`src/rtl/seg7_pkg.sv`:
```
// Shared 7-segment definitions: active-high gfedcba glyphs, special BCD codes
// and the scan-reader FSM state encoding.
package seg7_pkg;

  localparam logic [6:0] SEG_0 = 7'b0111111;
  localparam logic [6:0] SEG_1 = 7'b0000110;
  localparam logic [6:0] SEG_2 = 7'b1011011;
  localparam logic [6:0] SEG_3 = 7'b1001111;
  localparam logic [6:0] SEG_4 = 7'b1100110;
  localparam logic [6:0] SEG_5 = 7'b1101101;
  localparam logic [6:0] SEG_6 = 7'b1111101;
  localparam logic [6:0] SEG_7 = 7'b0000111;
  localparam logic [6:0] SEG_8 = 7'b1111111;
  localparam logic [6:0] SEG_9 = 7'b1101111;

  localparam logic [3:0] BCD_BLANK = 4'hF;
  localparam logic [3:0] BCD_ERR   = 4'hE;

  localparam logic [1:0] ST_IDLE   = 2'd0;
  localparam logic [1:0] ST_SETTLE = 2'd1;
  localparam logic [1:0] ST_HOLD   = 2'd2;

endpackage

```
`src/rtl/seg7_to_bcd.sv`:
```
// Combinational inverse of the 7-segment encoder: active-high gfedcba in,
// BCD code out; an all-dark pattern is blank, anything unknown is an error.
module seg7_to_bcd
  import seg7_pkg::*;
(
  input  logic [6:0] i_seg,
  output logic [3:0] o_bcd,
  output logic       o_err
);

  always_comb begin
    o_bcd = BCD_ERR;
    o_err = 1'b1;
    case (i_seg)
      SEG_0: begin o_bcd = 4'd0; o_err = 1'b0; end
      SEG_1: begin o_bcd = 4'd1; o_err = 1'b0; end
      SEG_2: begin o_bcd = 4'd2; o_err = 1'b0; end
      SEG_3: begin o_bcd = 4'd3; o_err = 1'b0; end
      SEG_4: begin o_bcd = 4'd4; o_err = 1'b0; end
      SEG_5: begin o_bcd = 4'd5; o_err = 1'b0; end
      SEG_6: begin o_bcd = 4'd6; o_err = 1'b0; end
      SEG_7: begin o_bcd = 4'd7; o_err = 1'b0; end
      SEG_8: begin o_bcd = 4'd8; o_err = 1'b0; end
      SEG_9: begin o_bcd = 4'd9; o_err = 1'b0; end
      7'b0000000: begin o_bcd = BCD_BLANK; o_err = 1'b0; end
      default: ;
    endcase
  end

endmodule

```
`src/rtl/seg7_scan_reader.sv`:
```
// Reads back a multiplexed active-low 7-segment bus and rebuilds per-digit BCD.
// Define SEG7_READER_STALE_EN to invalidate digits not refreshed within STALE_CYCLES.
//
// state  | meaning
// IDLE   | no single digit enabled; waiting for a one-hot enable
// SETTLE | counting identical samples of the latched digit/pattern
// HOLD   | pattern captured; waiting for a change before recapturing
module seg7_scan_reader
  import seg7_pkg::*;
#(
  parameter int NUM_DIGITS    = 4,
  parameter int SETTLE_CYCLES = 8,
  parameter int STALE_CYCLES  = 100000
) (
  input  logic                    clk,
  input  logic                    rst_n,
  input  logic [6:0]              seg_n,
  input  logic [NUM_DIGITS-1:0]   an_n,
  output logic [4*NUM_DIGITS-1:0] bcd_out,
  output logic [NUM_DIGITS-1:0]   digit_valid,
  output logic                    frame_done,
  output logic                    pattern_err,
  input  logic                    err_clr
);

  localparam int         IDX_W    = (NUM_DIGITS > 1) ? $clog2(NUM_DIGITS) : 1;
  localparam logic [7:0] SETTLE_L = 8'(SETTLE_CYCLES);

  logic [6:0]              r_seg_s1, r_seg_s2;
  logic [NUM_DIGITS-1:0]   r_an_s1, r_an_s2;
  logic [1:0]              r_state;
  logic [IDX_W-1:0]        r_idx;
  logic [6:0]              r_pat;
  logic [7:0]              r_cnt;
  logic [4*NUM_DIGITS-1:0] r_bcd;
  logic [NUM_DIGITS-1:0]   r_valid, r_mask;
  logic                    r_frame_done, r_err;

  logic [6:0]              w_seg;
  logic [NUM_DIGITS-1:0]   w_an, w_cap_bit, w_expire;
  logic                    w_onehot, w_change, w_capture, w_dec_err;
  logic [IDX_W-1:0]        w_idx;
  logic [7:0]              w_cnt_inc;
  logic [3:0]              w_dec_bcd;

  always_ff @(posedge clk or negedge rst_n) begin
    if (!rst_n) begin
      r_seg_s1 <= '1;
      r_seg_s2 <= '1;
      r_an_s1  <= '1;
      r_an_s2  <= '1;
    end else begin
      r_seg_s1 <= seg_n;
      r_seg_s2 <= r_seg_s1;
      r_an_s1  <= an_n;
      r_an_s2  <= r_an_s1;
    end
  end

  always_comb begin
    w_seg    = ~r_seg_s2;
    w_an     = ~r_an_s2;
    w_onehot = (w_an != '0) && ((w_an & (w_an - NUM_DIGITS'(1))) == '0);
    w_idx    = '0;
    for (int i = 0; i < NUM_DIGITS; i++) begin
      if (w_an[i]) w_idx = IDX_W'(i);
    end
    w_change  = (w_idx != r_idx) || (w_seg != r_pat);
    w_cnt_inc = (r_cnt >= SETTLE_L) ? SETTLE_L : r_cnt + 8'd1;
    w_capture = (r_state == ST_SETTLE) && w_onehot && !w_change && (w_cnt_inc == SETTLE_L);
    w_cap_bit = '0;
    if (w_capture) w_cap_bit[r_idx] = 1'b1;
  end

  seg7_to_bcd u_dec (
    .i_seg (r_pat),
    .o_bcd (w_dec_bcd),
    .o_err (w_dec_err)
  );

  always_ff @(posedge clk or negedge rst_n) begin
    if (!rst_n) begin
      r_state <= ST_IDLE;
      r_idx   <= '0;
      r_pat   <= '0;
      r_cnt   <= '0;
    end else begin
      case (r_state)
        ST_IDLE: begin
          if (w_onehot) begin
            r_idx   <= w_idx;
            r_pat   <= w_seg;
            r_cnt   <= 8'd1;
            r_state <= ST_SETTLE;
          end
        end
        ST_SETTLE, ST_HOLD: begin
          if (!w_onehot) begin
            r_cnt   <= '0;
            r_state <= ST_IDLE;
          end else if (w_change) begin
            r_idx   <= w_idx;
            r_pat   <= w_seg;
            r_cnt   <= 8'd1;
            r_state <= ST_SETTLE;
          end else if (r_state == ST_SETTLE) begin
            r_cnt <= w_cnt_inc;
            if (w_capture) r_state <= ST_HOLD;
          end
        end
        default: r_state <= ST_IDLE;
      endcase
    end
  end

`ifdef SEG7_READER_STALE_EN
  localparam int                   STALE_W = $clog2(STALE_CYCLES + 1);
  localparam logic [STALE_W-1:0]   STALE_L = STALE_W'(STALE_CYCLES - 1);
  logic [STALE_W-1:0]              r_stale [NUM_DIGITS];

  always_comb begin
    w_expire = '0;
    for (int i = 0; i < NUM_DIGITS; i++) begin
      w_expire[i] = r_valid[i] && (r_stale[i] == STALE_L) && !w_cap_bit[i];
    end
  end

  always_ff @(posedge clk or negedge rst_n) begin
    if (!rst_n) begin
      for (int i = 0; i < NUM_DIGITS; i++) r_stale[i] <= '0;
    end else begin
      for (int i = 0; i < NUM_DIGITS; i++) begin
        if (w_cap_bit[i] || w_expire[i]) r_stale[i] <= '0;
        else if (r_valid[i])             r_stale[i] <= r_stale[i] + 1'b1;
      end
    end
  end
`else
  assign w_expire = '0;
`endif

  // A capture landing on the mask-clear cycle seeds the next frame's mask.
  always_ff @(posedge clk or negedge rst_n) begin
    if (!rst_n) begin
      r_bcd        <= {NUM_DIGITS{BCD_BLANK}};
      r_valid      <= '0;
      r_mask       <= '0;
      r_frame_done <= 1'b0;
      r_err        <= 1'b0;
    end else begin
      r_frame_done <= &r_mask;
      r_mask       <= ((&r_mask) ? '0 : r_mask) | w_cap_bit;
      for (int i = 0; i < NUM_DIGITS; i++) begin
        if (w_cap_bit[i]) begin
          r_bcd[4*i +: 4] <= w_dec_bcd;
          r_valid[i]      <= 1'b1;
        end else if (w_expire[i]) begin
          r_bcd[4*i +: 4] <= BCD_BLANK;
          r_valid[i]      <= 1'b0;
        end
      end
      if (w_capture && w_dec_err) r_err <= 1'b1;
      else if (err_clr)           r_err <= 1'b0;
    end
  end

  assign bcd_out     = r_bcd;
  assign digit_valid = r_valid;
  assign frame_done  = r_frame_done;
  assign pattern_err = r_err;

endmodule

```
`config.mk`:
```
export PLATFORM = sky130hd
export DESIGN_NAME = seg7_scan_reader
export DESIGN_NICKNAME = d
export VERILOG_FILES = /design/src/rtl/seg7_pkg.sv /design/src/rtl/seg7_to_bcd.sv /design/src/rtl/seg7_scan_reader.sv
export SDC_FILE = /design/constraint.sdc
export NUM_CORES = 1
export LEC_CHECK = 0
export BUFFER_PORTS_ARGS = -buffer_cell sky130_fd_sc_hd__buf_4
export CAP_MARGIN = 10
export CELL_PAD_IN_SITES_DETAIL_PLACEMENT = 0
export CELL_PAD_IN_SITES_GLOBAL_PLACEMENT = 1
export CORE_UTILIZATION = 46
export CTS_BUF_LIST = sky130_fd_sc_hd__clkbuf_16
export CTS_CLUSTER_SIZE = 24
export DETAILED_ROUTE_END_ITERATION = 6
export HOLD_SLACK_MARGIN = 0.06
export PLACE_DENSITY_LB_ADDON = 0.1
export SYNTH_ARGS = -nofsm -noshare
export SYNTH_HDL_FRONTEND = slang
export SYNTH_SLANG_ARGS = --single-unit
```
`constraint.sdc`:
```
create_clock -name clk -period 3.5 [get_ports clk]
set_clock_uncertainty 0.2 [all_clocks]
set_input_delay 0.175 -clock clk [delete_from_list [all_inputs] [get_ports clk]]
set_output_delay 0.175 -clock clk [all_outputs]
set_load 0.03 [all_outputs]
```
==> Word-level counts from Yosys, hierarchy flattened <==
Cells that the tools add are included.
{ "word_totals": {"regBits": 67, "latch_bits": 0, "ram_bits": 0, "rom_bits": 0, "out_inout_bits": 22, "word_cells": 99, "memories": 0} }
{ "classes": {"add_sub_neg": 2, "mul": 0, "div_mod_pow": 0, "magnitude_cmp": 3, "eq_ne": 20, "shift": 0, "n_mux": 31, "bitwise_logic": 4, "n_reduce_logical": 20} }
{ "ops": {"columns": ["cell", "n"], "rows": [
  ["== test 7 bit, second input constant", 7],
  ["case mux 4 bit (11 select lines)", 1],
  ["two-way mux 8 bit", 5],
  ["two-way mux 7 bit", 3],
  ["two-way mux 2 bit", 10],
  ["case mux 8 bit (2 select lines)", 1],
  ["== test 7 x 3 -> 1 bit, second input constant", 2],
  ["case mux 7 bit (2 select lines)", 1],
  ["OR reduction 11 bit", 1],
  ["adder 8 x 1 -> 8 bit, second input constant", 1],
  ["== test 8 x 4 -> 1 bit, second input constant", 1],
  ["greater-or-equal comparator 8 x 4 -> 1 bit, second input constant", 1],
  ["two-way mux 4 bit", 2],
  ["inequality test 4 bit, second input constant", 2],
  ["case mux 2 bit (2 select lines)", 2],
  ["AND reduction 4 bit", 2],
  ["== test 7 x 6 -> 1 bit, second input constant", 1],
  ["logical NOT 7 bit", 1],
  ["inequality test 7 bit", 1],
  ["inverter 7 bit", 1],
  ["logical AND 1 bit", 6],
  ["inequality test 2 bit, second input constant", 3],
  ["AND reduction 3 bit", 2],
  ["two-way mux 1 bit", 5],
  ["other kinds (17)", 18]
]} }

==> Longest topological paths before layout <==
Gate-level depths: netlist of the first run.
{ "logic_depth": {"word_depth": 14, "depth_mapped": 8, "ltp_nobuf": 7} }

==> Modules after synthesis <==
A second synthesis of the first run with hierarchy kept.
{ "unflattened": {"cells_unflattened": 224, "hier_area_um2": 2870.3} }
{ "modules_own_cells": {"columns": ["module", "instances", "cells_each", "area_each_um2", "seq_area_each_um2"], "rows": [
  ["seg7_scan_reader", 1, 193, 2657.5, 1724.2],
  ["seg7_to_bcd", 1, 31, 212.7, 0.0]
]} }

==> Least setup slack after synthesis of the first run <==
No wires, ideal clock.
{ "synth_path": {"path_kind": "register -> register", "startpoint": "register r_an_s2[1]", "endpoint": "register r_bcd[4] (netlist: bcd_out[4])", "t_arrival_ps": 2139, "required_ps": 3218, "setup_slack_ps": 1079, "stages_incl_launch_ff": 7, "period_less_slack_ps": 2421, "cell_sequence": "dfstp_2 > xnor2_1 > o311a_1 > nor4_4 > nand2_4 > nor3b_4 > mux2_2"} }
{ "synth_via": {"elab_chain_len": 10} }
{ "synth_lines": {"columns": ["element", "line_no", "text"], "rows": [
  ["from (decl)", "seg7_scan_reader.sv:30", "logic [NUM_DIGITS-1:0] r_an_s1, r_an_s2;"],
  ["from (signal assigned)", "seg7_scan_reader.sv:56", "r_an_s2 <= r_an_s1;"],
  ["inverter 4 bit (*)", "seg7_scan_reader.sv:62", "w_an = ~r_an_s2;"],
  ["parallel branches: the longest is 6 deep, another holds subtractor 4 x 1 -> 4 bit", null, null],
  ["logical AND 1 bit (*) (2 in a row)", "seg7_scan_reader.sv:70", "w_capture = (r_state == ST_SETTLE) && w_onehot && !w_change && (w_cnt_inc == SETTLE_L);"],
  ["two-way mux 4 bit (*)", "seg7_scan_reader.sv:72", "if (w_capture) w_cap_bit[r_idx] = 1'b1;"],
  ["to (signal assigned)", "seg7_scan_reader.sv:145", "r_bcd <= {NUM_DIGITS{BCD_BLANK}};"],
  ["to (signal, indexed assignment)", "seg7_scan_reader.sv:155", "r_bcd[4*i +: 4] <= w_dec_bcd;"],
  ["to (decl)", "seg7_scan_reader.sv:35", "logic [4*NUM_DIGITS-1:0] r_bcd;"]
]} }
Mark *: on every way between the ends.
A chain may end at the register's enable or synchronous reset.

==> Worst setup path in the final report of the first run <==
{ "layout_path": {"startpoint": "register r_idx[0]", "endpoint": "register r_bcd[7] (netlist: bcd_out[7])"} }
{ "layout_via": {"elab_chain_len": 6} }
{ "layout_lines": {"columns": ["element", "line_no", "text"], "rows": [
  ["from (decl)", "seg7_scan_reader.sv:32", "logic [IDX_W-1:0] r_idx;"],
  ["from (signal assigned)", "seg7_scan_reader.sv:91", "r_idx <= w_idx;"],
  ["from (signal assigned)", "seg7_scan_reader.sv:102", "r_idx <= w_idx;"],
  ["parallel branches: the longest is 5 deep, another holds less-than comparator 2 x 3 -> 1 bit", null, null],
  ["two-way mux 4 bit (*)", "seg7_scan_reader.sv:72", null]
]} }
Marked as above.

==> results of run 1 <==
-- area by class of cell --
type | instances | area (um2) | area share, %
well taps | 75 | 93.8 | 2.55
repair buffers | 49 | 400 | 10.9
clock inverters | 5 | 60.1 | 1.63
multi-input cells | 153 | 1120 | 30.6
clock buffers | 10 | 250 | 6.80
flip-flops and latches | 67 | 1720 | 46.9
inverters | 7 | 26.3 | 0.714
-- cells by family after synthesis --
| family | count (synthesis) | synth area share, % |
|---|---|---|
| compound gates | 45 | 10.0 |
| xor+xnor | 10 | 2.99 |
| fa+ha+maj | 6 | 2.57 |
| buf+inv | 17 | 2.61 |
| flops | 67 | 58.9 |
| mux | 18 | 6.93 |
| simple gates | 74 | 16.0 |
-- cell usage after synthesis (all sizes together) (4+ instances only) --
master,number
dfrtp,29
clkbuf,5
nand2,17
o21ai,13
nor2b,6
nor3,7
dfstp,38
nand3,4
ha,6
mux2,18
nand4b,4
inv,7
a21oi,7
or2,5
xor2,8
buf,5
nor2,10
a21o,6
-- registers in the layout, indices dropped and copies added, names as in the netlist --
name         cells
r_pat            7
r_mask           4
bcd_out         16
r_idx            2
digit_valid      4
r_seg_s1         7
r_seg_s2         7
r_state          2
pattern_err      1
r_cnt            8
r_an_s1          4
frame_done       1
r_an_s2          4
-- layer usage --
metal | up-vias | track usage, %
met5 | - | 0
met4 | 0 | 7.19
met3 | 4 | 6.33
met2 | 34 | 25.8
met1 | 899 | 23.5
li1 | 939 | -
-- stage by stage --
| stage | utilization [%] | instances |
|---|---|---|
| 4_1_cts | 61.1 | 366 |
| 3_3_place_gp | 53.8 | 338 |
| 5_1_grt | 61.1 | 366 |
| 2_1_floorplan | - | 237 |
| 3_5_place_dp | 53.8 | 338 |
| 6_report | 61.1 | 366 |
-- timing repair --
action / in CTS / in global routing
buffers inserted: 0 / 0
hold buffers: 13 / 0
endpoints found under the hold margin: 41 / 0
-- where the power goes --
group	internal (mW)	switching [mW]	leakage [nW]	total, mW
clock network	0.592	0.326	0.150	0.918
logic	0.199	0.234	0.768	0.432
registers	0.862	0.163	0.780	1.02
-- final timing paths --
kind | from | to | cells after the start
max reg2reg | r_idx[0] | bcd_out[7] | 6
min reg2reg | r_seg_s1[0] | r_seg_s2[0] | 0
max in group asynchronous | rst_n | digit_valid[3] | 2
max | r_idx[0] | bcd_out[7] | 6
min in group asynchronous | rst_n | r_cnt[2] | 2
min | r_seg_s1[0] | r_seg_s2[0] | 0
-- placed cells by master (no fill, tap or decap), drive strengths merged, types with 8 or more instances in the layout --
cell / n
dfrtp: 29
mux2: 18
dfstp: 38
inv: 8
dlygate4sd3: 13
buf: 36
nor2: 10
o21ai: 13
xor2: 8
nand2: 17
clkbuf: 10
-- worst reg2reg max path, stage by stage, from the launching register on --
cell     delay (ns)
dfrtp_1        0.49
xnor2_1        0.18
o311a_1        0.39
nor4_4         0.39
nand2_4        0.15
nor3b_4        0.37
mux2_2         0.38
==> results.txt, run 1 <==
Along the worst path, the maximum fanout reaches 8. The synthesized netlist cell count came out at around 240. Walking the worst path, the cells encountered are xnor2_1 > o311a_1 > nor4_4 > nand2_4 > nor3b_4 > mux2_2. The net total in the final layout is between 300 and 400. The mapped netlist covers ~3000 um2. The number of max-slew violations in the final report was 0. The unique cell type count in the Yosys netlist is 48.

The area overhead of the layout relative to synthesis is 25.8%. The clock tree buffer depth came out at 2. The count of inserted antenna diode cells is 0. The final critical path takes up between 70% and 80% of the cycle.

The combined buffer and inverter count along the critical path is 0. In the routed design, unresolved DRC markers number 0. Setup violations remaining at the end of the flow were counted as 0. The number of violations reported at the end of detailed-routing iteration 0 is 46. The die area came out at around 6700 um2. The run finished with clean final reports. The sum of met3 wire segment lengths after detailed routing came out at roughly 210 um. The kind of cell with the highest combined delay on the critical path is simple AND/OR/NAND/NOR gates.

In the final layout, the share of cells above drive strength 1 is between 40 and 50%. The post-detailed-placement half-perimeter wirelength is approximately 3400 um. The overall track demand over capacity in global routing came out at between 10% and 20%. The minimum clock period after layout came out at between 2 and 3 ns. Dividing the detail-routed wire length by the instance count gives between 10 and 15 um.

The share of the synthesized area in the top cell type is around a third. The fraction of registers with async set or reset after synthesis is 100%. The number of enable flip-flop cells after synthesis came out at 0. The number of global-route vias before repair came to between 1500 and 2000. The total cell area at the placement stage came out at 3240 um2. Pin placement for this block handled 36 I/O pins. The post-synthesis net count is approximately 260.

After clock tree synthesis, the clock-pin slew on the worst setup and hold paths is 0.06 ns. The data required time of the critical path is between 3 and 4 ns. The nature of the critical path startpoint is a flop. The maximum clock rate came out at 0.380 GHz. The internal reg-to-reg setup slack is roughly 0.87 ns. The wire length after detailed routing came out at about 5100 um. Setup repair after global routing left no endpoint under its margin. The last weighted congestion value of the routability-driven placer came out at about 0.84. The library cell with the largest summed area after synthesis is dfstp_2. The die is ~80 um tall. Total power for the finished layout comes to between 2 and 2.5 mW. The maximum number of pins on one net before global-route repair is slightly below 70. The stage delay of the slowest cell on the critical path is 0.49 ns. The clock insertion delay at the later pin of the skew report came out at 0.33 ns. The relative max-transition margin came out at 46.7%. Synthesis inferred between 60 and 70 register bits. The initial core utilization came out at between 40% and 50%. In the post-synthesis netlist, the biggest area contributors are dfstp_2, dfrtp_1, mux2_2, ha_1, xor2_1. The CTS buffer count came out at 9.

The static leakage power is 1.70 nW. At the placement stage, the worst setup path has a slack of ~0.86 ns. The hold violation total from the final report is 0. The number of standard-cell rows in the floorplan is 28. The accumulated negative setup slack came out at 0 ns. The pin slew with the least headroom to its limit is around 0.80 ns. The number of fillers in the final layout came out at a little over 500. The initial antenna violation count is 0.

The power per cell area is around 650 nW/um2. The final worst-path setup slack came out at 0.869 ns. The first detailed-routing pass took 4 iterations.

The topmost layer with routed signal wires is met4. TritonCTS built the clock tree. The die width is between 80 and 90 um. Across the VDD grid, the largest voltage drop is ~0.00038 V. The root buffer selected by CTS is clkbuf_16.

The critical path in this run is classified as reg2reg. The capturing element type of the critical path is a flop. Detailed routing placed a total of between 2000 and 2500 um of wire on met2. The Yosys step of the flow raised 0 warnings. The CTS H-tree depth came out at 3. The placeable core region is about 6000 um2. After routing the design area is between 3000 and 4000 um2. Summing the sequential cell areas from Yosys gives 58.9% of the chip area. The largest individual stage delay along the critical path comes from the cell dfrtp_1. The number of buffers inserted by port buffering is 35.

After global routing the overflow that remains totals 0. The number of maximum-capacitance constraint violations is 0. In this run, post-CTS repair resized a total of 0 instances. The first global-routing pass estimated approximately 8500 um of wire. The number of nets with antenna violations after detailed routing is 0.

STA puts the critical path data arrival time at ~2.7 ns. The mean area per synthesized cell came out at around 12 um2. In this run the worst hold path is classified as reg2reg. The clock sink count came out at 67. In the synthesized netlist the dominant register cell turns out to be dfstp_2.

The minimum hold slack is 0.154 ns. The detail-routed via count per cell is approximately 5.1. The met1 wire length is between 2000 and 3000 um. The routed layout has between 1500 and 2000 vias.
Note: power is estimated with default switching activity, not from simulation.
==> run 2, diff against run 1 <==
--- a/config.mk
+++ b/config.mk
@@ -5,11 +5,12 @@
 export SDC_FILE = /design/constraint.sdc
 export NUM_CORES = 1
 export LEC_CHECK = 0
+export ABC_AREA = 1
 export BUFFER_PORTS_ARGS = -buffer_cell sky130_fd_sc_hd__buf_4
 export CAP_MARGIN = 10
 export CELL_PAD_IN_SITES_DETAIL_PLACEMENT = 0
 export CELL_PAD_IN_SITES_GLOBAL_PLACEMENT = 1
-export CORE_UTILIZATION = 46
+export CORE_UTILIZATION = 44
 export CTS_BUF_LIST = sky130_fd_sc_hd__clkbuf_16
 export CTS_CLUSTER_SIZE = 24
 export DETAILED_ROUTE_END_ITERATION = 6
==> constraint.sdc (replaced) <==
create_clock -name clk -period 2.7 [get_ports clk]
set_clock_uncertainty 0.2 [all_clocks]
set_input_delay 0.135 -clock clk [delete_from_list [all_inputs] [get_ports clk]]
set_output_delay 0.135 -clock clk [all_outputs]
set_load 0.03 [all_outputs]
==> run 2 against run 1 <==
  * Synthesized cell count rose by 65%
  * Final cell count is 51% higher
  * Die area rose by 18%
  * Non-clock buffer count fell by 1
  * Clock-buffer cell count shrank 1
  * Setup slack got worse by 0.26 ns
  * Area after synthesis rose by 13%
  * Clock power up 30%
  * Global-route usage is 0.34 points higher
  * Critical path type unchanged
  * Highest routed layer unchanged
==> results.txt, run 2 <==
The flow ran to the end, and the final reports show no timing, DRC or antenna violations. The count of state elements after synthesis came out at 67 (unchanged). The cell count after placement came to 522 (+54%). The power per cell area is 811 nW/um2 (+26%). The minimum hold slack came out at 0.153 ns (-0.000765 ns). The period utilization is 77.4% (+2.3 points). The number of max-slew violations in the final report came out at 0 (unchanged).

The total internal power came to 2.19 mW (+33%). The hold violation total from the final report is 0 (unchanged). The maximum ir drop on the vdd rail is 0.000419 V (+11%). The unique cell type count in the Yosys netlist is 30 (-38%). In the post-synthesis netlist, the cell with the most instances is nand2_1. The worst-case setup slack after placement came out at 0.612 ns (-0.246 ns). The number of global-route vias before repair is 2357 (+32%).

The post-synth design cell area came out at 3300 um2 (+13%). The global-route wire length before repair is 10700 um (+25%). The die area came to 7850 um2 (+18%). The part of the power in combinational logic came out at 26.6% (+8.4 points).

The number of flip-flops in the largest register is 16 (unchanged). The adder-cell share of the synthesized area came out at 2.27% (-0.29 points). Setup repair after global routing left no endpoint under its margin. The final worst-path setup slack came to 0.609 ns (-0.260 ns). The pin slew with the least headroom to its limit is 0.796 ns (-0.00316 ns). The placeable core region came to 7250 um2 (+20%). The number of nets with antenna violations after detailed routing came out at 0 (unchanged).

The flip-flop cell with the highest count after synthesis is dfstp_2. The maximum fanout along the worst path came out at 6 (-2). The share of the synthesized area in the top cell type is 30.2% (-3.9 points). The CTS buffer count is 9 (unchanged).

The count of cells resized by post-cts repair was 0 (unchanged). The clock slew at the register clock pins of the worst setup and hold paths came to 0.05 ns (about the same). The post-detailed-placement half-perimeter wirelength came out at 4570 um (+36%). Sorting the synthesized cells by area gives the leading types as dfstp_2, dfrtp_1, nand2_1, nand3_1, inv_1. The share of cells above drive strength 1 came out at 29.0% (-12 points). CTS placed an instance of clkbuf_16 at the clock tree root. The via count of the routed design was 2536 (+35%).

The switching power share of the total came out at 34.1% (+3.7 points). The arrival time of data at the critical path endpoint came out at 2.15 ns (-0.53 ns). The floorplan die height is 88.6 um (+8.4%). The utilization after layout is 56.6% (-4.5 points). The clock sink count is 67 (unchanged). The library cell with the largest summed area after synthesis is dfstp_2. The accumulated negative setup slack came out at 0 ns (unchanged). The static leakage power was 2.19 nW (+29%). The number of buffers added for setup after CTS is 0 (unchanged). After synthesis, the most frequently instantiated cells are nand2_1, dfstp_2, inv_1. The number of maximum-capacitance constraint violations came to 0 (unchanged). The detail-routed via count per cell came out at 4.60 (-10%). TritonCTS built the clock tree.

The post-synthesis compound-gate area fraction came to 3.52% (-6.5 points). The post-route cell area came out at 4100 um2 (+12%). The total cell area at the placement stage is 3670 um2 (+13%). The DRC violation count after routing is 0 (unchanged).

The fraction of registers with async set or reset after synthesis is 100% (unchanged). The wire length after detailed routing is 6210 um (+22%). The capturing element type of the critical path is a flop. The data required time of the critical path was 2.75 ns (-0.80 ns).

The maximum number of pins on one net before global-route repair came out at 68 (unchanged). The clock tree buffer depth is 2 (unchanged). The CTS H-tree depth was 3 (unchanged).

The minimum clock period after layout is 2.09 ns (-0.540 ns). The clock insertion delay at the later pin of the skew report is 0.32 ns (about the same). The total power came out at 3.33 mW (+40%).

The wire length per cell came out at 11.3 um (-19%). Leaving out fill and tap cells, the most frequent cell in the layout is nand2_1. The overall track demand over capacity in global routing is 17.9% (+0.34 points). The sequential fraction of design power is 37.6% (-5.6 points).

The synthesized netlist cell count came out at 390 (+65%). The non-filler instance count after layout came out at 551 (+51%). The mean area per synthesized cell is 8.47 um2 (-31%). The count of final setup violators came out at 0 (unchanged). The critical path in this run is classified as reg2reg. The yosys synthesis warning count is 0 (unchanged). STA classifies the critical path startpoint as a flop. The number of standard-cell rows in the floorplan came to 31 (+11%).

The number of fillers in the final layout came out at 692 (+37%). The number of top-level pins is 36 (unchanged). The area overhead of the layout relative to synthesis is 24.3%. The relative max-transition margin is 46.9% (+0.21 points).

After synthesis, the largest family of logic cells by area is simple AND/OR/NAND/NOR gates. The number of hold buffers added after CTS is 13 (unchanged). The maximum clock rate came out at 0.478 GHz (+26%). The xor-xnor portion of the synthesized cell area came to 0.265% (-2.7 points). The fraction of the mapped netlist area in simple logic gates came out at 35.7% (+20 points). The count of inserted antenna diode cells came out at 0 (unchanged). The number of buffers inserted by port buffering came out at 35 (unchanged). The number of enable flip-flop cells after synthesis is 0 (unchanged). The switching power summed over all nets came to 1.13 mW (+57%).

The residual overflow from global routing came out at 0 (unchanged). The min-delay analysis places its worst path in the category reg2reg. The number of violations reported at the end of detailed-routing iteration 0 came out at 65 (+41%). The post-synthesis net count came out at 410 (+60%). The last weighted congestion value of the routability-driven placer came out at 0.832 (-0.89%). The initial antenna violation count came out at 0 (unchanged). The die width came out at 88.6 um (+8.4%). In the layout the commonest cells are nand2_1, inv_1, dfstp_2.

The portion of netlist area occupied by mux cells came out at 0% (-6.9 points). The proportion of power drawn by the clock network is 35.8% (-2.9 points). The detailed-router iteration count before antenna repair is 4 (unchanged). The initial core utilization is 45.5% (-3.0 points). The fraction of the yosys area taken by sequential cells came out at 52.2% (-6.7 points). The net total in the final layout is 467 (+52%).
run 2: cell types whose count changed after synthesis, moves of 9 or more:
cell     previous run  this run
mux2_2             18         0
o21ai_0            13         4
nand3_1             4        34
nand2_1            16       145
nand2_2             0        10
inv_1               7        38
nor2_1              9        31
run 2: final cells by class:
cell class                      count  area, um2  area share, %
Clock inverter                      7       82.6           2.01
Multi-Input combinational cell    274       1380           33.6
Timing Repair Buffer               48        393           9.57
Inverter                           47        176           4.30
Clock buffer                        9        225           5.49
Sequential cell                    67       1720           42.0
Tap cell                           99        124           3.02
run 2: power groups by stage:
stage	Combinational, mW	Sequential (mW)	Clock [mW]
floorplan	0.735	1.22	0
global placement	0.877	1.26	0
detailed placement	0.879	1.27	0
CTS	0.899	1.25	1.22
global route	1.01	1.27	1.26
finish	0.886	1.25	1.19
run 2: worst max-delay path: stages, from the launching register on:
cell     delay, ns
dfrtp_1       0.39
inv_1         0.08
ha_1          0.30
o21ai_0       0.23
nand2_1       0.20
inv_1         0.22
nand4_2       0.21
nand2_1       0.13
nand2_1       0.06
run 2: final timing paths:
path | slack, ns | to | cells after the start | start
setup reg to reg | 0.61 | bcd_out[11] | 8 | r_cnt[0]
setup / recovery | 0.61 | bcd_out[11] | 8 | r_cnt[0]
max in group asynchronous | 1.54 | r_cnt[1] | 2 | rst_n
min in group asynchronous | 0.25 | digit_valid[2] | 2 | rst_n
hold / removal | 0.15 | r_an_s2[1] | 0 | r_an_s1[1]
hold reg to reg | 0.15 | r_an_s2[1] | 0 | r_an_s1[1]
run 2: cell families after synthesis:
| kind of cell | Yosys count |
|---|---|
| AO/OA/AOI/OAI | 16 |
| XOR/XNOR | 1 |
| adder cells (fa/ha/maj) | 6 |
| buffers and inverters | 49 |
| flip-flops | 67 |
| AND/OR/NAND/NOR | 251 |
run 2: layer usage:
metal | track usage [%] | part of all wire [%] | routed length, um
met1 | 23.3 | 49 | 3070
met2 | 29.6 | 47 | 2910
met3 | 3.36 | 2.7 | 169
met4 | 7.04 | 1.0 | 64
met5 | 0 | 0 | 0
==> run 3, diff against run 2 <==
--- a/config.mk
+++ b/config.mk
@@ -10,7 +10,7 @@
 export CAP_MARGIN = 10
 export CELL_PAD_IN_SITES_DETAIL_PLACEMENT = 0
 export CELL_PAD_IN_SITES_GLOBAL_PLACEMENT = 1
-export CORE_UTILIZATION = 44
+export CORE_UTILIZATION = 40
 export CTS_BUF_LIST = sky130_fd_sc_hd__clkbuf_16
 export CTS_CLUSTER_SIZE = 24
 export DETAILED_ROUTE_END_ITERATION = 6
==> constraint.sdc (replaced) <==
create_clock -name clk -period 1.75 [get_ports clk]
set_clock_uncertainty 0.2 [all_clocks]
set_input_delay 0.0875 -clock clk [delete_from_list [all_inputs] [get_ports clk]]
set_output_delay 0.0875 -clock clk [all_outputs]
set_load 0.03 [all_outputs]
==> run 3 against run 2 <==
  * The flow now finishes with violations (negative setup slack)
  * Via count is 9.8% higher
  * Hold slack better by 0.00072 ns
  * Sequential power is 54% higher
  * Clock-buffer cell count stayed put
  * Sequential share of layout area is 5.6 points lower
  * Power is 81% higher
  * Sequential cell count stayed put
  * Critical path type unchanged
  * Largest cell class unchanged
==> results.txt, run 3 (synthesis results as in run 2) <==
The run finished, with violations left. The checks that failed: negative setup slack. The worst register-to-register path ends at bcd_out[7].

The power per cell area came out at 1260 nW/um2 (+56%). The initial antenna violation count came to 0 (unchanged). The cell sitting at the root of the clock tree is a clkbuf_16. The detail-routed via count per cell came to 4.62 (+0.48%). The net total in the final layout came out at 515 (+10%). The final worst-path setup slack is -0.116 ns (-0.725 ns). The maximum fanout along the worst path was 8 (+2).

The number of buffers inserted by port buffering is 35 (unchanged). The die area is 8620 um2 (+9.8%). The pin slew with the least headroom to its limit came to 0.541 ns (-0.255 ns).

The capturing element type of the critical path is a flop. The residual overflow from global routing is 0 (unchanged). The number of nets with antenna violations after detailed routing is 0 (unchanged). The critical path in this run is classified as reg2reg. The clock slew at the register clock pins of the worst setup and hold paths came to 0.06 ns (about the same).

The number of standard-cell rows in the floorplan is 32 (+3.2%). The post-detailed-placement half-perimeter wirelength came to 5110 um (+12%). The non-filler instance count after layout came out at 602 (+9.3%).

The number of top-level pins is 36 (unchanged). The maximum number of pins on one net before global-route repair came to 37 (-46%). The share of cells above drive strength 1 is 48.0% (+19 points).

The initial core utilization is 42.1% (-3.4 points). The relative max-transition margin came to 63.9% (+17 points). The last weighted congestion value of the routability-driven placer was 0.805 (-3.3%). The startpoint identified for the worst register-to-register timing path is r_seg_s2[4]. The count of final setup violators came out at 41 (+41). The data required time of the critical path came to 1.82 ns (-0.93 ns).

The CTS buffer count was 9 (unchanged). The endpoint of the worst hold path is r_an_s2[2]. The minimum clock period after layout is 1.87 ns (-0.225 ns). STA classifies the critical path startpoint as a flop.

The clock tree buffer depth is 2 (unchanged). TritonCTS built the clock tree. The maximum ir drop on the vdd rail is 0.000679 V (+62%). The area occupied by multi-input gates is 1660 um2 (+20%). The number of maximum-capacitance constraint violations came out at 0 (unchanged). The count of inserted antenna diode cells is 0 (unchanged). The path class of the tightest hold or removal check is reg2reg. The arrival time of data at the critical path endpoint came out at 1.93 ns (-0.22 ns). The CTS H-tree depth is 3 (unchanged). The wire length per cell came to 12.6 um (+11%). The DRC violation count after routing is 0 (unchanged). The cell count after placement came out at 567 (+8.6%).

The hold violation total from the final report came out at 0 (unchanged). The number of flip-flops in the largest register came out at 16 (unchanged). The worst hold path begins at r_an_s1[2]. The floorplan die height came out at 92.9 um (+4.8%). The clock insertion delay at the later pin of the skew report is 0.33 ns (about the same). The static leakage power came out at 2.47 nW (+13%).

The number of cells on the worst reg-to-reg path is 10 (+2). The detailed-router iteration count before antenna repair is 5 (+1). The sequential cell area is 1730 um2 (+0.29%). The die width is 92.9 um (+4.8%). The global-route wire length before repair is 13000 um (+22%). The number of fillers in the final layout is 719 (+3.9%). The maximum clock rate is 0.536 GHz (+12%).

The number of global-route vias before repair is 2810 (+19%). The number of violations reported at the end of detailed-routing iteration 0 is 76 (+17%). Leaving out fill and tap cells, the most frequent cell in the layout is nand2_1. The number of max-slew violations in the final report came out at 0 (unchanged).

The area overhead of the layout relative to synthesis came out at 44.0%. The period utilization came out at 107% (+29 points). The internal reg-to-reg setup slack is -0.12 ns (-0.72 ns). The overall track demand over capacity in global routing came out at 19.7% (+1.8 points).

Setup repair after global routing could not meet its margin everywhere. The worst-case setup slack after placement came out at -0.167 ns (-0.779 ns). The cell count of the worst hold path came out at 0 (unchanged).

The clock sink count came out at 67 (unchanged). The library cells used most frequently in the layout, excluding fill and tap cells, are nand2_1, buf_4, dfstp_2. The via count of the routed design came out at 2784 (+9.8%). The wire length after detailed routing came out at 7560 um (+22%).

The placeable core region is 7850 um2 (+8.2%).
## run 3: changes by cell type in the layout (fill, tap and decap cells not counted), moves of 7 or more
| cell | previous run | this run |
|---|---|---|
| nand2_2 | 10 | 30 |
| buf_4 | 35 | 78 |
| nand2_1 | 145 | 119 |
| nand3_2 | 0 | 14 |
| nand3_1 | 34 | 20 |
| nor2_1 | 31 | 24 |
## run 3: worst max path at each step
stage                           start          end  slack (ns)
final                     r_seg_s2[4]   bcd_out[7]       -0.12
after global placement     r_an_s2[2]  pattern_err       -0.16
after floorplan            r_an_s2[3]     r_idx[0]       0.002
after global routing         r_pat[5]   r_state[1]       -0.25
after CTS                 r_seg_s2[2]   bcd_out[3]       -0.12
after detailed placement   r_an_s2[2]  pattern_err       -0.17
## run 3: layout make-up
class                      instances  share of cell area [%]
clock buffer                       9                    4.74
clock inverter                     7                    1.61
inverter                          47                    3.82
multi-input combinational        276                    34.8
sequential                        67                    36.4
tap                              102                    2.68
timing repair buffer              94                    16.0
## run 3: worst max-delay path: stages (launching register included)
cell and delay, ns:
dfstp_2 0.53, inv_2 0.04, nand2_2 0.08, nand2_4 0.07, nor3b_4 0.19, nand2_2 0.12, nor2_8 0.17, nand2_4 0.09
nor2_8 0.16, nand3_1 0.10, nand2_1 0.07
## run 3: metal layers
metal / wire, um / vias up / GRT usage, % / part of all wire [%]
met1: 3530 / 1289 / 24.5 / 47
met2: 3700 / 51 / 33.8 / 49
met4: 120 / 0 / 7.56 / 1.6
met5: 0 / - / 0 / 0
li1: - / 1432 / - / -
met3: 210 / 12 / 3.61 / 2.8
## run 3: what timing repair did
action                                  CTS  global route
gates resized for setup                  33            46
hold buffers                             15             0
pin swaps                                12            12
endpoints found under the setup margin   44            54
cloned                                    2             0
endpoints found under the hold margin    58             0
buffers inserted                          1             1
## run 3: through the flow
stage	power, mW	setup TNS (ns)	hold WS [ns]	cell area, um2	util, %
final	6.01	-2.84	0.154	4750	60.6
after global routing	6.39	-8.25	0.157	4750	60.6
after CTS	5.88	-3.24	0.155	4610	58.7
after detailed placement	3.82	-3.71	-0.138	4000	51.0
after global placement	3.80	-3.22	-0.148	4000	51.0
after floorplan	3.02	0	-0.408	3300	-
## run 3: where the power goes
group          total, mW  switching [mW]  internal, mW  leakage, nW
combinational       2.28            1.32         0.951         1.55
clock               1.81           0.701          1.11        0.144
sequential          1.92           0.186          1.73        0.776
total               6.01            2.21          3.80         2.47
